File: src/rtl/spi_slave_ctrl.sv
// SPI slave for the multiplier host link: oversampled SPI inputs, all four modes,
// any frame width, back-to-back frames, one-entry TX buffer and RX holding register.
module spi_slave_ctrl #(
    parameter int DATA_WIDTH  = 16,
    parameter bit CPOL        = 1'b0,
    parameter bit CPHA        = 1'b0,
    parameter bit MSB_FIRST   = 1'b1,
    parameter int SYNC_STAGES = 2
) (
    input  logic                  clk,
    input  logic                  reset,
    input  logic                  sclk,
    input  logic                  cs_bar,
    input  logic                  mosi,
    output logic                  miso,
    output logic                  miso_oe,
    input  logic [DATA_WIDTH-1:0] tx_data,
    input  logic                  tx_valid,
    output logic                  tx_ready,
    output logic [DATA_WIDTH-1:0] rx_data,
    output logic                  rx_valid,
    input  logic                  rx_ready,
    output logic                  rx_overrun,
    output logic                  tx_underrun,
    output logic                  frame_abort,
    output logic                  busy
);

    localparam int CNT_W = $clog2(DATA_WIDTH + 1);

    localparam logic [1:0] IDLE   = 2'd0;
    localparam logic [1:0] LOAD   = 2'd1;
    localparam logic [1:0] ACTIVE = 2'd2;
    localparam logic [1:0] DONE   = 2'd3;

    logic [1:0]             state;
    logic [SYNC_STAGES-1:0] sclk_sync;
    logic [SYNC_STAGES-1:0] cs_sync;
    logic [SYNC_STAGES-1:0] mosi_sync;
    logic                   sclk_q;
    logic                   sclk_s;
    logic                   cs_s;
    logic                   mosi_s;
    logic                   leading_edge;
    logic                   trailing_edge;
    logic                   sample_edge;
    logic                   shift_edge;
    logic [CNT_W-1:0]       bit_cnt;
    logic [DATA_WIDTH-1:0]  tx_shift;
    logic [DATA_WIDTH-1:0]  rx_shift;
    logic [DATA_WIDTH-1:0]  rx_next;
    logic [DATA_WIDTH-1:0]  tx_buf;
    logic [DATA_WIDTH-1:0]  load_word;
    logic                   tx_full;
    logic                   miso_q;

    function automatic logic first_bit(input logic [DATA_WIDTH-1:0] w);
        return MSB_FIRST ? w[DATA_WIDTH-1] : w[0];
    endfunction

    function automatic logic [DATA_WIDTH-1:0] shift_out(input logic [DATA_WIDTH-1:0] w);
        return MSB_FIRST ? {w[DATA_WIDTH-2:0], 1'b0} : {1'b0, w[DATA_WIDTH-1:1]};
    endfunction

    always_ff @(posedge clk or negedge reset) begin
        if (!reset) begin
            sclk_sync <= {SYNC_STAGES{CPOL}};
            cs_sync   <= '1;
            mosi_sync <= '0;
            sclk_q    <= CPOL;
        end else begin
            sclk_sync <= {sclk_sync[SYNC_STAGES-2:0], sclk};
            cs_sync   <= {cs_sync[SYNC_STAGES-2:0], cs_bar};
            mosi_sync <= {mosi_sync[SYNC_STAGES-2:0], mosi};
            sclk_q    <= sclk_s;
        end
    end

    assign sclk_s = sclk_sync[SYNC_STAGES-1];
    assign cs_s   = cs_sync[SYNC_STAGES-1];
    assign mosi_s = mosi_sync[SYNC_STAGES-1];

    assign leading_edge  = (sclk_q == CPOL) && (sclk_s != CPOL);
    assign trailing_edge = (sclk_q != CPOL) && (sclk_s == CPOL);
    assign sample_edge   = CPHA ? trailing_edge : leading_edge;
    assign shift_edge    = CPHA ? leading_edge  : trailing_edge;

    assign load_word = tx_full ? tx_buf : '0;
    assign rx_next   = MSB_FIRST ? {rx_shift[DATA_WIDTH-2:0], mosi_s}
                                 : {mosi_s, rx_shift[DATA_WIDTH-1:1]};

    // In mode CPHA=0 a shift edge seen before the first sample belongs to the
    // previous frame's tail (back-to-back), so it must not consume a TX bit.
    always_ff @(posedge clk or negedge reset) begin
        if (!reset) begin
            state       <= IDLE;
            bit_cnt     <= '0;
            tx_shift    <= '0;
            rx_shift    <= '0;
            tx_buf      <= '0;
            tx_full     <= 1'b0;
            miso_q      <= 1'b0;
            rx_data     <= '0;
            rx_valid    <= 1'b0;
            rx_overrun  <= 1'b0;
            tx_underrun <= 1'b0;
            frame_abort <= 1'b0;
        end else begin
            rx_overrun  <= 1'b0;
            tx_underrun <= 1'b0;
            frame_abort <= 1'b0;

            if (rx_valid && rx_ready)
                rx_valid <= 1'b0;

            if (state == LOAD && tx_full)
                tx_full <= 1'b0;
            else if (tx_valid && !tx_full) begin
                tx_buf  <= tx_data;
                tx_full <= 1'b1;
            end

            case (state)
                IDLE: begin
                    miso_q <= 1'b0;
                    if (!cs_s)
                        state <= LOAD;
                end
                LOAD: begin
                    bit_cnt  <= '0;
                    rx_shift <= '0;
                    if (!tx_full)
                        tx_underrun <= 1'b1;
                    if (CPHA) begin
                        tx_shift <= load_word;
                        miso_q   <= 1'b0;
                    end else begin
                        tx_shift <= shift_out(load_word);
                        miso_q   <= first_bit(load_word);
                    end
                    state <= ACTIVE;
                end
                ACTIVE: begin
                    if (cs_s) begin
                        if (bit_cnt != '0)
                            frame_abort <= 1'b1;
                        state <= IDLE;
                    end else begin
                        if (sample_edge) begin
                            rx_shift <= rx_next;
                            bit_cnt  <= bit_cnt + CNT_W'(1);
                            if (bit_cnt == CNT_W'(DATA_WIDTH - 1))
                                state <= DONE;
                        end
                        if (shift_edge && (CPHA || bit_cnt != '0)) begin
                            miso_q   <= first_bit(tx_shift);
                            tx_shift <= shift_out(tx_shift);
                        end
                    end
                end
                default: begin
                    if (!rx_valid || rx_ready) begin
                        rx_data  <= rx_shift;
                        rx_valid <= 1'b1;
                    end else
                        rx_overrun <= 1'b1;
                    state <= cs_s ? IDLE : LOAD;
                end
            endcase
        end
    end

    assign tx_ready = !tx_full;
    assign miso_oe  = (state != IDLE);
    assign miso     = miso_q && (state != IDLE);
    assign busy     = (state == ACTIVE);

endmodule

File: config.mk
export PLATFORM = sky130hd
export DESIGN_NAME = spi_slave_ctrl
export DESIGN_NICKNAME = d
export VERILOG_FILES = /design/src/rtl/spi_slave_ctrl.sv
export SDC_FILE = /design/constraint.sdc
export NUM_CORES = 1
export LEC_CHECK = 0
export CAP_MARGIN = 20
export CORE_MARGIN = 2
export CORE_UTILIZATION = 35
export CTS_CLUSTER_SIZE = 16
export DETAILED_ROUTE_END_ITERATION = 10
export MAX_ROUTING_LAYER = met4
export PLACE_DENSITY = 0.64
export SYNTH_ARGS = -nofsm -noshare
export SYNTH_HDL_FRONTEND = slang
export SYNTH_SLANG_ARGS = --single-unit
File: constraint.sdc
create_clock -name clk -period 2.2 [get_ports clk]
set_input_delay 0.55 -clock clk [delete_from_list [all_inputs] [get_ports clk]]
set_output_delay 0.55 -clock clk [all_outputs]
set_load 0.02 [all_outputs]
After elaboration in Yosys (flattened, before gate mapping)
Index checks and enable logic that the tools add are counted.
Storage, ports and cells
  register bits after elaboration: 84
  bits in latches: 0
  RAM bits: 0
  ROM bits: 0
  input bits: 23
  output and inout port bits: 24
  word-level logic and storage cells: 84
  memories: 0
Operators by class
  add/sub/neg operators: 1
  multiply operators: 0
  divide/modulo/power cells: 0
  order comparisons: 0
  eq/ne operators: 9
  shifts and indexed selects: 0
  muxes and demuxes: 31
  bitwise logic cells: 4
  reduce and logical (&&, ||, !) cells: 23
Operators by type and width (count)
  2-to-1 mux 16 bit: 5
  one-hot mux 16 bit (2 select lines): 2
  2-to-1 mux 1 bit: 15
  AND reduction 3 bit: 4
  2-to-1 mux 5 bit: 2
  one-hot mux 5 bit (2 select lines): 1
  2-to-1 mux 2 bit: 4
  logical AND 1 bit: 7
  != test 3 x 1 -> 1 bit (second input constant): 2
  one-hot mux 2 bit (3 select lines): 1
  nonzero test 2 bit: 3
  adder 5 x 1 -> 5 bit (second input constant): 1
  == test 5 x 4 -> 1 bit (second input constant): 1
  nonzero test 5 bit: 1
  != test 2 x 1 -> 1 bit (second input constant): 2
  != test 2 bit (second input constant): 2
  inverter 1 bit: 4
  AND reduction 2 bit: 2
  one-hot mux 1 bit (3 select lines): 1
  nonzero test 3 bit: 1
  OR reduction 3 bit: 1
  == test 2 x 1 -> 1 bit (second input constant): 1
  == test 2 bit (second input constant): 1
  logical NOT 1 bit: 2
  2 further kinds: 2

Depth between registers and ports, before layout
  word-level depth: 6
  gate-level depth with buffers: 8
  depth with buffers taken out: 7

Worst setup path after synthesis
Ideal clock, no wire load.
  path kind: reg2reg
  start: reg state[0]
  end: reg bit_cnt[3]
  library setup time: 0.069 ns
  arrival: 1.784 ns
  required time: 2.131 ns
  slack: 0.347 ns
  stages on the path, launching flop included: 8
  path buffers: 1
  clock period less this slack: 1.853 ns
  path through: dfrtp_1 -> inv_1 -> ha_1 -> clkbuf_1 -> inv_1 -> o21ai_1 -> or4_1 -> nand3_1
On the way
  word-level cells in the longest chain between the ends: 3
  elaborated cells on any way between the ends: 7
  classes of those cells: 4 x eq/ne; 1 x mux; 2 x reduce/logical
RTL lines
  start, declared: line 36  | logic [1:0] state;
  start signal, assigned: line 167  | state <= cs_s ? IDLE : LOAD;
  == test 2 bit *
  net busy: line 26  | output logic busy
  != test 2 x 1 -> 1 bit (no source line), or another cell as far along
  AND reduction 3 bit (no source line)
  end signal, assigned: line 151  | bit_cnt <= bit_cnt + CNT_W'(1);
  end, declared: line 48  | logic [CNT_W-1:0] bit_cnt;
The timed path passes the listed nets; every way through them passes the cells marked *.
A chain may end at the register's enable or synchronous reset.

Worst setup path in the final report
  start: reg tx_full
  end: out tx_ready
On the way
  word-level cells in the longest chain between the ends: 1
RTL lines
  start, declared: line 54  | logic tx_full;
  start signal, assigned: line 101  | tx_full <= 1'b0;
  start signal, assigned: line 117  | tx_full <= 1'b0;
  start signal, assigned: line 120  | tx_full <= 1'b1;
  logical NOT 1 bit: line 173  | assign tx_ready = !tx_full;
  end, declared: line 19  | output logic tx_ready,
No other way between the ends.

==> results.md <==
- Status: finished clean
- TritonCTS clock tree: built
- Mapped Area: 3400 um^2
- Cell taking the most area after synthesis: dfrtp_1
- Layout cell share with drive strength beyond 1: 24.6%
- Clock skew: 0.00659 ns
- Crit path DAT: 1.50 ns
- Setup TNS: 0 ns
- Antenna violations before repair: 0
- Worst R2R Path Depth: 7
- Vias in the first global route: about 2,100
- Clk root buf: clkbuf_8
- Worst path buffer plus inverter count: 2
- First-pass GRT wire length: about 10000 um
- WP data required: 1.65 ns
- Slew margin rel.: 71.2%
- Launching element of the worst setup path: tx_full
- Clock sink total: 83
- Crit path max-delay family: buffers and inverters
- RSZ-0062 raised after global routing: false
- Antenna-violating nets left: 0
- Mapped Avg Cell Area: 13.2 um^2
- Main synth FF type: dfrtp_1
- Worst R2R End: bit_cnt[3]
- Overflow after GRT: 0
- Final Setup Violations: 0
- Worst R2R Setup Slack: roughly 0.27 ns
- Num rows: 35
- Cell variety after synth: 36
- Detailed Place HPWL: slightly below 4000 um
- Hold WC Path Type: input pin to async pin
- Syn Inst Count: 258
- Max Fanout on Critical Path: 4
- Fin crit period: 2.05 ns
- Overall die area: 10,500 um^2
- Final #Nets: ~340
- Synth top area cells: dfrtp_1 60%, mux2_2 11%, a22o_1 4.6%
- Critical path, cell by cell: inv_1 > clkdlybuf4s50_1
- CTS Buffer Depth: 2
- Boundary Pins: 47
- Ys async rst share: 100%
- TritonCTS Buffers: 9
- Largest net degree at the start of global routing: 84
- Slowest stage cell, crit path: clkdlybuf4s50_1
- Top cell type's share of synthesized area: 59.6%
- Die height: 103 um
- Max-Cap Viols: 0
- H-tree levels: 3
- Hold Fails Final Rpt: 0
- Total wire length: a little under 6000 um
- Tot Pwr: approximately 5000 uW
- Setup crit end: tx_ready
- Chip width: around 100 um
- # port buffers: 46
- Avg WL per Cell: 13.0 um
- Net Count, Synth: 288
- ANT cells: 0
- Fmax: around 0.5 GHz
- Nature of the critical path endpoint: output pin
- Leakage power: roughly 0.0020 uW
- Levels on crit path: 2
- Post-synthesis register bit count: 83
- Setup repair bufs after CTS: 0
- Initial drt markers: roughly 100
- Pins Over Slew Limit: 0
- Vias per cell: approximately 4.8
- YS warnings: 0
- Synthesis-to-finish area growth: 25.2%
- Initial Util: 36.5%
- Worst-Margin Slew: 0.432 ns
- Total number of vias: 2,123
- CP startpoint kind: flop
- Post-synth EDFFs: 0
- Pre-CTS setup slack: 0.263 ns
- Peak VDD IR: 0.569 mV
- RD Place Congestion: approximately 0.76
- Clk_lat worst skew: around 0.34 ns
- Final setup margin: 0.149 ns
- Fin crit share: between 90 and 100%
- Worst-path clk slew: 0.08 ns
- Gr usage total: 12.5%
- First-pass iteration count of the detailed router: 4
- PD cells: 1190 nW/um^2
- Post-synthesis sequential area ratio: 61.1%
- Core Footprint: 9330 um^2
- RR Startpoint: state[1]
- Crit-path max cell delay: 0.61 ns
- Setup CP Type: flop to output pin
- DRC: 0
## stage by stage
| step | area, um^2 | std cells | utilization, % | hold WS [ns] |
|---|---|---|---|---|
| 2_1_floorplan | 3400 | 258 | - | 0.254 |
| 3_3_place_gp | 4070 | 430 | 43.6 | 0.336 |
| 3_5_place_dp | 4070 | 430 | 43.6 | 0.340 |
| 4_1_cts | 4260 | 446 | 45.6 | 0.234 |
| 5_1_grt | 4260 | 446 | 45.7 | 0.259 |
| 6_report | 4260 | 446 | 45.7 | 0.213 |
## layout by cell type, fill, tap and decap left out, types with 3 or more instances in the layout
master,instances
dfrtp_1,81
o21ai_0,6
clkbuf_8,11
a22o_1,18
nand2_1,24
buf_12,4
o21ai_2,9
nand3_1,3
inv_1,10
a21oi_1,3
clkdlybuf4s50_1,42
nor2b_1,3
nor2_1,6
ha_1,7
buf_4,8
mux2_2,33
a22oi_1,15
## layout make-up
class | instances | area, um^2
sequential | 83 | 2080
fill | 838 | 5070
timing repair buffer | 57 | 591
multi-input combinational | 151 | 1200
inverter | 10 | 37.5
tap | 129 | 161
clock buffer | 11 | 151
clock inverter | 5 | 37.5
## cells in the mapped netlist, drive strengths merged (4+ instances only)
cell and instances:
ha 7, clkbuf 4, inv 10, mux2 33, a22o 18, nor2 6, nand2 24, o21ai 16
dfrtp 81, a22oi 16, buf 10
## how the worst min path moves through the flow
stage / endpoint / depth (start not counted) / slack, ns / startpoint
global route: rx_data[10] / 2 / 0.26 / reset
global placement: mosi_sync[1] / 0 / 0.34 / mosi_sync[0]
CTS: rx_data[5] / 2 / 0.23 / reset
floorplan: bit_cnt[0] / 0 / 0.25 / reset
finish: rx_data[7] / 2 / 0.21 / reset
detailed placement: mosi_sync[1] / 0 / 0.34 / mosi_sync[0]
## cell families after synthesis
kind of cell,Yosys count,share of synthesized area [%]
adder cells (fa/ha/maj),7,2.57
buffers and inverters,24,3.57
AO/OA/AOI/OAI,58,13.5
AND/OR/NAND/NOR,51,7.72
multiplexers,35,11.5
flip-flops,83,61.1
## where the power goes
part	switching (uW)	total, uW	internal [uW]
Clock	536	1010	474
Combinational	1090	1990	906
Sequential	184	2050	1860
## metal layers
layer	track usage, %	share of wire, %	vias to the layer above	wire [um]
met3	2.03	2.3	4	133
li1	-	-	1038	-
met4	6.46	1.2	0	72
met5	-	0	-	0
met1	16.8	49	1055	2820
met2	18.1	48	26	2780
## state kept, by name (all words and copies together), names as in the netlist
| register | cells |
|---|---|
| rx_data | 16 |
| frame_abort | 1 |
| state | 2 |
| rx_overrun | 1 |
| bit_cnt | 5 |
| mosi_sync | 2 |
| sclk_sync | 2 |
| sclk_q | 1 |
| cs_sync | 2 |
| tx_full | 1 |
| tx_underrun | 1 |
| rx_valid | 1 |
| rx_shift | 16 |
| tx_buf | 16 |
| tx_shift | 15 |
| miso_q | 1 |
## repair_timing
item | in CTS | in global routing
hold buffers | 0 | 0
endpoints found under the setup margin | 2 | 1
gates resized for setup | 2 | 1
gates cloned | 0 | 0
No activity file was read; power rests on OpenSTA's default activity.
